==> config.mk <==
export PLATFORM = sky130hd
export DESIGN_NAME = edid_ddc_master
export DESIGN_NICKNAME = d
export VERILOG_FILES = /design/src/rtl/edid_ddc_master.sv
export SDC_FILE = /design/constraint.sdc
export NUM_CORES = 1
export LEC_CHECK = 0
export CAP_MARGIN = 40
export CELL_PAD_IN_SITES_DETAIL_PLACEMENT = 0
export CELL_PAD_IN_SITES_GLOBAL_PLACEMENT = 1
export CORE_MARGIN = 8
export CORE_UTILIZATION = 40
export CTS_BUF_LIST = sky130_fd_sc_hd__clkbuf_8
export CTS_CLUSTER_SIZE = 30
export DETAILED_ROUTE_END_ITERATION = 10
export DONT_BUFFER_PORTS = 1
export GPL_TIMING_DRIVEN = 0
export PLACE_DENSITY_LB_ADDON = 0.12
export SYNTH_ARGS = -nofsm -noshare
export SYNTH_HDL_FRONTEND = slang
export SYNTH_SLANG_ARGS = --single-unit
==> constraint.sdc <==
create_clock -name clk -period 4.1 [get_ports clk]
set_input_delay 0.82 -clock clk [delete_from_list [all_inputs] [get_ports clk]]
set_output_delay 0.82 -clock clk [all_outputs]
set_load 0.02 [all_outputs]
==> src/rtl/edid_ddc_master.sv <==
// DDC/I2C master that reads the EDID block from sink address DEV_ADDR into a local buffer.
// Define EDID_CHECKSUM_EN to keep a modulo-256 byte sum and report csum_ok at done.
module edid_ddc_master #(
  parameter int unsigned CLK_DIV   = 250,
  parameter int unsigned NUM_BYTES = 128,
  parameter logic [6:0]  DEV_ADDR  = 7'h50
) (
  input  logic       clk,
  input  logic       rst_n,
  input  logic       start,
  output logic       busy,
  output logic       done,
  output logic       error,
  output logic       scl_oe,
  output logic       sda_oe,
  input  logic       sda_i,
  output logic       mem_we,
  output logic [7:0] mem_addr,
  output logic [7:0] mem_data,
  output logic       csum_ok
);

  localparam int unsigned DivW    = $clog2(CLK_DIV);
  localparam logic [7:0]  LastIdx = 8'(NUM_BYTES - 1);

  typedef enum logic [3:0] {
    StIdle, StStart, StWaddr, StWack, StOffs, StOack,
    StRstart, StRaddr, StRack, StRdata, StMack, StStop
  } state_e;

  state_e          r_state, w_state_nxt;
  logic [DivW-1:0] r_div_cnt;
  logic [1:0]      r_phase;
  logic [2:0]      r_bit;
  logic [6:0]      r_shift;
  logic [7:0]      r_byte_cnt;
  logic            r_last, r_nack;
  logic            r_sda_s1, r_sda_s2;
  logic            r_done, r_error, r_scl_oe, r_sda_oe, r_mem_we;
  logic [7:0]      r_mem_addr, r_mem_data;

  logic       w_tick, w_sample, w_bit_end, w_byte_end, w_accept;
  logic       w_ack_state, w_tx_state, w_byte_rx, w_stop_end;
  logic [7:0] w_tx_byte, w_rx_byte;
  logic       w_scl_oe, w_sda_oe;

  assign w_tick      = (r_state != StIdle) && (r_div_cnt == DivW'(CLK_DIV - 1));
  assign w_sample    = w_tick && (r_phase == 2'd2);
  assign w_bit_end   = w_tick && (r_phase == 2'd3);
  assign w_byte_end  = w_bit_end && (r_bit == 3'd0);
  assign w_accept    = start && (r_state == StIdle);
  assign w_ack_state = (r_state == StWack) || (r_state == StOack) || (r_state == StRack);
  assign w_tx_state  = (r_state == StWaddr) || (r_state == StOffs) || (r_state == StRaddr);
  assign w_byte_rx   = w_sample && (r_state == StRdata) && (r_bit == 3'd0);
  assign w_stop_end  = w_bit_end && (r_state == StStop);
  assign w_rx_byte   = {r_shift, r_sda_s2};

  always_comb begin
    w_tx_byte = 8'h00;
    if (r_state == StWaddr) w_tx_byte = {DEV_ADDR, 1'b0};
    if (r_state == StRaddr) w_tx_byte = {DEV_ADDR, 1'b1};
  end

  // SDA idles high, so the synchroniser resets to 1.
  always_ff @(posedge clk or negedge rst_n) begin
    if (!rst_n) begin
      r_sda_s1 <= 1'b1;
      r_sda_s2 <= 1'b1;
    end else begin
      r_sda_s1 <= sda_i;
      r_sda_s2 <= r_sda_s1;
    end
  end

  always_ff @(posedge clk or negedge rst_n) begin
    if (!rst_n) r_state <= StIdle;
    else        r_state <= w_state_nxt;
  end

  always_comb begin
    w_state_nxt = r_state;
    unique case (r_state)
      StIdle:   if (start)      w_state_nxt = StStart;
      StStart:  if (w_bit_end)  w_state_nxt = StWaddr;
      StWaddr:  if (w_byte_end) w_state_nxt = StWack;
      StWack:   if (w_bit_end)  w_state_nxt = r_nack ? StStop : StOffs;
      StOffs:   if (w_byte_end) w_state_nxt = StOack;
      StOack:   if (w_bit_end)  w_state_nxt = r_nack ? StStop : StRstart;
      StRstart: if (w_bit_end)  w_state_nxt = StRaddr;
      StRaddr:  if (w_byte_end) w_state_nxt = StRack;
      StRack:   if (w_bit_end)  w_state_nxt = r_nack ? StStop : StRdata;
      StRdata:  if (w_byte_end) w_state_nxt = StMack;
      StMack:   if (w_bit_end)  w_state_nxt = r_last ? StStop : StRdata;
      StStop:   if (w_bit_end)  w_state_nxt = StIdle;
      default:                  w_state_nxt = StIdle;
    endcase
  end

  // Bus levels per quarter; START/Sr pull SDA in q2 while SCL is high, STOP releases it in q2.
  always_comb begin
    w_scl_oe = 1'b0;
    w_sda_oe = 1'b0;
    unique case (r_state)
      StIdle: begin
        w_scl_oe = 1'b0;
        w_sda_oe = 1'b0;
      end
      StStart: begin
        w_scl_oe = (r_phase == 2'd3);
        w_sda_oe = r_phase[1];
      end
      StRstart: begin
        w_scl_oe = (r_phase == 2'd0) || (r_phase == 2'd3);
        w_sda_oe = r_phase[1];
      end
      StWaddr, StOffs, StRaddr: begin
        w_scl_oe = (r_phase == 2'd0) || (r_phase == 2'd3);
        w_sda_oe = ~w_tx_byte[r_bit];
      end
      StWack, StOack, StRack, StRdata: begin
        w_scl_oe = (r_phase == 2'd0) || (r_phase == 2'd3);
        w_sda_oe = 1'b0;
      end
      StMack: begin
        w_scl_oe = (r_phase == 2'd0) || (r_phase == 2'd3);
        w_sda_oe = ~r_last;
      end
      StStop: begin
        w_scl_oe = (r_phase == 2'd0);
        w_sda_oe = ~r_phase[1];
      end
      default: begin
        w_scl_oe = 1'b0;
        w_sda_oe = 1'b0;
      end
    endcase
  end

  always_ff @(posedge clk or negedge rst_n) begin
    if (!rst_n) begin
      r_div_cnt  <= '0;
      r_phase    <= 2'd0;
      r_bit      <= 3'd7;
      r_shift    <= 7'h00;
      r_byte_cnt <= 8'h00;
      r_last     <= 1'b0;
      r_nack     <= 1'b0;
    end else if (r_state == StIdle) begin
      r_div_cnt <= '0;
      r_phase   <= 2'd0;
      r_bit     <= 3'd7;
      if (start) begin
        r_byte_cnt <= 8'h00;
        r_last     <= 1'b0;
        r_nack     <= 1'b0;
      end
    end else begin
      r_div_cnt <= w_tick ? '0 : r_div_cnt + DivW'(1);
      if (w_tick) r_phase <= r_phase + 2'd1;
      // The 3-bit index wraps 0 -> 7 at each byte end.
      if (w_bit_end && (w_tx_state || (r_state == StRdata))) r_bit <= r_bit - 3'd1;
      if (w_sample && w_ack_state && r_sda_s2) r_nack <= 1'b1;
      if (w_sample && (r_state == StRdata)) r_shift <= {r_shift[5:0], r_sda_s2};
      if (w_byte_rx) begin
        r_last     <= (r_byte_cnt == LastIdx);
        r_byte_cnt <= r_byte_cnt + 8'd1;
      end
    end
  end

  always_ff @(posedge clk or negedge rst_n) begin
    if (!rst_n) begin
      r_scl_oe   <= 1'b0;
      r_sda_oe   <= 1'b0;
      r_mem_we   <= 1'b0;
      r_mem_addr <= 8'h00;
      r_mem_data <= 8'h00;
      r_done     <= 1'b0;
      r_error    <= 1'b0;
    end else begin
      r_scl_oe <= w_scl_oe;
      r_sda_oe <= w_sda_oe;
      r_mem_we <= w_byte_rx;
      if (w_byte_rx) begin
        r_mem_addr <= r_byte_cnt;
        r_mem_data <= w_rx_byte;
      end
      r_done <= w_stop_end && !r_nack;
      if (w_accept)                r_error <= 1'b0;
      else if (w_stop_end && r_nack) r_error <= 1'b1;
    end
  end

`ifdef EDID_CHECKSUM_EN
  logic [7:0] r_csum;
  logic       r_csum_ok;

  always_ff @(posedge clk or negedge rst_n) begin
    if (!rst_n) begin
      r_csum    <= 8'h00;
      r_csum_ok <= 1'b0;
    end else if (w_accept) begin
      r_csum    <= 8'h00;
      r_csum_ok <= 1'b0;
    end else begin
      if (w_byte_rx)               r_csum    <= r_csum + w_rx_byte;
      if (w_stop_end && !r_nack)   r_csum_ok <= (r_csum == 8'h00);
    end
  end

  assign csum_ok = r_csum_ok;
`else
  assign csum_ok = 1'b0;
`endif

  assign busy     = (r_state != StIdle);
  assign done     = r_done;
  assign error    = r_error;
  assign scl_oe   = r_scl_oe;
  assign sda_oe   = r_sda_oe;
  assign mem_we   = r_mem_we;
  assign mem_addr = r_mem_addr;
  assign mem_data = r_mem_data;

endmodule

### Yosys cells after proc, flatten, opt, wreduce, memory -nomap -nowiden

Index checks and enable logic that the tools add are counted.

| operators by class | value |
|---|---|
| add/sub/neg operators | 4 |
| reduce and logical (&&, ||, !) cells | 36 |
| bitwise operators | 4 |
| equal/unequal tests | 27 |
| magnitude comparators | 1 |
| mux-type cells | 39 |

Operators with widths:

| kind | number |
|---|---|
| 4-bit two-way mux | 14 |
| 8-bit two-way mux | 7 |
| 4-bit one-hot mux with 12 select lines | 1 |
| 2-bit != test, second input constant | 12 |
| 8-bit by 1-bit adder with 8-bit output, second input constant | 2 |
| 4-bit by 3-bit equality test with 1-bit output, second input constant | 4 |
| 4-bit equality test, second input constant | 4 |
| 1-bit logical AND | 13 |
| 12-bit AND reduction | 1 |
| 2-bit nonzero test | 5 |
| 9-bit OR reduction | 1 |
| 4-bit by 2-bit equality test with 1-bit output, second input constant | 2 |
| 8-bit by 7-bit equality test with 1-bit output, second input constant | 1 |
| 8-bit equality test, second input constant | 1 |
| 1-bit two-way mux | 8 |
| 2-bit two-way mux | 4 |
| 1-bit logical OR | 6 |
| 3-bit two-way mux | 2 |
| 2-bit AND reduction | 3 |
| 2-bit equality test, second input constant | 2 |
| 4-bit by 1-bit equality test with 1-bit output, second input constant | 1 |
| 4-bit logical NOT | 1 |
| 3-bit by 4-bit < comparator with 1-bit output, second input constant | 1 |
| 1-bit inverter | 4 |
| other kinds (11) | 11 |

| word-level totals | value |
|---|---|
| output and inout bits | 23 |
| bits in registers | 57 |
| word-level logic and storage cells | 128 |

### Logic depth before layout (Yosys ltp)

| depth | value |
|---|---|
| depth in word-level cells | 7 |
| gate-level depth with buffers | 8 |

### Worst setup path before layout

Ideal clock, no wire load.

| timing | value |
|---|---|
| path type | reg-to-output |
| from | reg r_state[1] |
| to | out busy |
| path slack | 2.232 ns |
| cell stages (with the launch flop) | 4 |
| arrival time | 1.048 ns |
| buffers on the path | 1 |
| path through | dfrtp_1 > buf_2 > nor4_4 > inv_2 |

| between the ends | value |
|---|---|
| cells in the longest elaborated chain, start to end | 1 |

Ends and longest elaborated chain:

| item | RTL line | source |
|---|---|---|
| from (decl) | 31 | `state_e r_state, w_state_nxt;` |
| from (signal assigned) | 76 | `if (!rst_n) r_state <= StIdle;` |
| from (signal assigned) | 77 | `else r_state <= w_state_nxt;` |
| 4-bit nonzero test | 216 | `assign busy = (r_state != StIdle);` |
| to (decl) | 11 | `output logic busy,` |

No other way between the ends.

### Final worst setup path

Ends and elaborated chain as after synthesis.

==> results_dict.tcl <==
set metrics [dict create \
    status "finished clean" \
    vias_per_cell 5.084 \
    fin_worst_skew_ns 0.009380 \
    clk_pin_slew_worst_paths_ns 0.07 \
    synthArstFlopShare_pct 100.0 \
    worstHoldPathType "input port to async pin" \
    synth.avg_cell_area_um2 10.01 \
    yosysSeqAreaShare_pct 49.50 \
    initial_core_util_pct 40.55 \
    p_leak_nw 1.495 \
    ant_nets 0 \
    synth_top_area_share_pct 44.96 \
    multi_input_area_um2 1345 \
    nNetsFinal 312 \
    whs_ns 0.1688 \
    rsz0062_at_grt "no" \
    grt_pass1_vias 2050 \
    routed_wl_mm 6.182 \
    finish.utilization_pct 44.99 \
    clock_sinks 57 \
    n_antenna_cell 0 \
    placed_area_um2 3018 \
    synth_common_cells "nand2_1, dfrtp_1, nor2_1, inv_1" \
    io_buffers 0 \
    cp_max_fo 10 \
    fin_crit_ns 2.373 \
    max_cap_violations 0 \
    clk_latency_ns 0.34 \
    arrival_ns 1.55 \
    cp.required_ns 3.28 \
    setup_violations 0 \
    dr.pass1.iters 4 \
    reg2reg_to "r_byte_cnt[7]" \
    p_per_area_nw_per_um2 337.6 \
    ios 27 \
    reg2reg_slack_ns 2.09 \
    die_area_um2 10210 \
    synth_edf_count 0 \
    crit_start "r_state[1]" \
    crit_chain "buf_2, nor4_4, inv_2" \
    cts_resized 0 \
    dr.first_iter.drc_count 96 \
    postSynthCellCount 289 \
    cp_num_buf_inv 2 \
    grt_max_degree 58 \
    grt_usage_pct 13.12 \
    drt-wirelength-per-cell_um 15.30 \
    worstMarginPinSlew_ns 0.6022 \
    overflow 0 \
    rr_worst_depth 7 \
    end_kind "primary output" \
    synth_ff_type "dfrtp_1" \
    clockBufferDepth 2 \
    yosysUniqueCellTypes 58 \
    synth_nets 301 \
    dr_total_vias 2054 \
    antenna_found_initial 0 \
    path_delay_family "simple AND/OR/NAND/NOR gates" \
    ir_drop_uv 162.4 \
    worstSetupPathType "register to primary output" \
    tritoncts "built" \
    die-height_um 101.1 \
    final-seq-area_um2 1433 \
    clk_root_buffer_cell "clkbuf_8" \
    cts_made_buffers 9 \
    reg2reg_from "r_bit[0]" \
    max-slew-margin-rel_pct 59.58 \
    ys_warn_count 0 \
    synth-seq-cells 57 \
    place_congestion 0.7939 \
    nFillCells 720 \
    die_x_um 101.1 \
    synth_area_leaders "dfrtp_1, nand2_1, dfstp_2" \
    hold_viol 0 \
    post-cts-setup-buffer-count 0 \
    grt_pass1_wl_mm 10.29 \
    worstSetupPathDepth 3 \
    crit_path_max_incr_delay_ns 0.44 \
    place_hpwl_mm 4.265 \
    final_cell_area_um2 3211 \
    fin_crit_sh_pct 57.87 \
    drv_slew 0 \
    drive_gt1_share_pct 14.43 \
    htreeDepth 3 \
    synth.most_common_cell "nand2_1" \
    rows 31 \
    cp-start-kind "register" \
    hold_buffers 0 \
    syn2layout_area_growth_pct 10.94 \
    slowest_stage "nor4_4" \
    drc 0 \
    yosys.area.top_type "dfrtp_1" \
    clock.fmax_mhz 421.5 \
    coreArea_um2 7137 \
    setup-tns-final_ns 0 \
    endpoint "busy" \
    syn-cell-area_um2 2894 \
]
[metrics by stage]
stage | power, mW | std cells | setup slack, ns
floorplan | 0.5767 | 289 | 2.232
global placement | 0.5768 | 388 | 2.065
detailed placement | 0.5769 | 388 | 2.066
CTS | 1.102 | 404 | 1.681
global route | 1.129 | 404 | 1.607
finish | 1.084 | 404 | 1.727
[report_power, final]
part           internal, mW  total (mW)  switching (mW)
clock network         0.279       0.518           0.239
registers             0.564       0.565        0.000575
logic              0.000691     0.00162        0.000926
[kinds of logic (layout without fill, tap and decap cells)]
group           count (synthesis)  after routing  share of synthesized area [%]
fa+ha+maj                       9              9                          3.805
buf+inv                        24             40                          4.020
simple gates                  129            129                          22.91
flops                          57             57                          49.50
xor+xnor                        8              8                          2.421
other cells                     1              1                         0.1296
mux                            18             18                          6.701
compound gates                 43             43                          10.51
[how the worst min path moves through the flow]
stage | slack (ns) | start | to | depth (start not counted)
after floorplan | 0.35 | r_sda_s1 | r_sda_s2 | 0
after global placement | 0.35 | r_sda_s1 | r_sda_s2 | 0
after detailed placement | 0.35 | r_sda_s1 | r_sda_s2 | 0
after CTS | 0.15 | rst_n | mem_addr[4] | 0
after global routing | 0.14 | rst_n | r_byte_cnt[4] | 0
final | 0.17 | rst_n | sda_oe | 0
[layer usage]
metal  wire (µm)  vias up  global-route usage, %
met2        2607       38                  18.32
met4          67        0                  5.498
met3         391        7                  5.110
met5           0        -                      0
li1            -     1032                      -
met1        3116      977                  17.48
[registers in the layout, summed over array words and instances (netlist names), 2 cells and up]
name and cells:
r_bit 3, r_div_cnt 8, r_state 4, r_byte_cnt 8
mem_data 8, r_shift 7, mem_addr 8, r_phase 2
[area by class of cell]
class / count / share of cell area, %
clock buffer: 9 / 3.858
clock inverter: 7 / 2.143
sequential: 57 / 44.62
tap: 99 / 3.858
inverter: 10 / 1.169
multi-input combinational: 208 / 41.89
buffer: 14 / 2.455
[placed cells by master, fill, tap and decap left out, types with 4 or more instances in the layout]
cell      count
nand3_1       7
clkbuf_8      9
a21oi_1       5
dfstp_2       5
o21ai_0       8
xor2_1        4
dfrtp_1      52
and3_1        6
clkbuf_1      6
and2_1        4
xnor2_1       4
mux2_2        7
buf_4         4
mux2_1        4
nor2b_1       7
inv_1         9
nand2_1      61
nand4_1       5
mux2i_1       7
nor2_1       16
o21ai_1       4
ha_1          8
No activity file was read; power rests on OpenSTA's default activity.
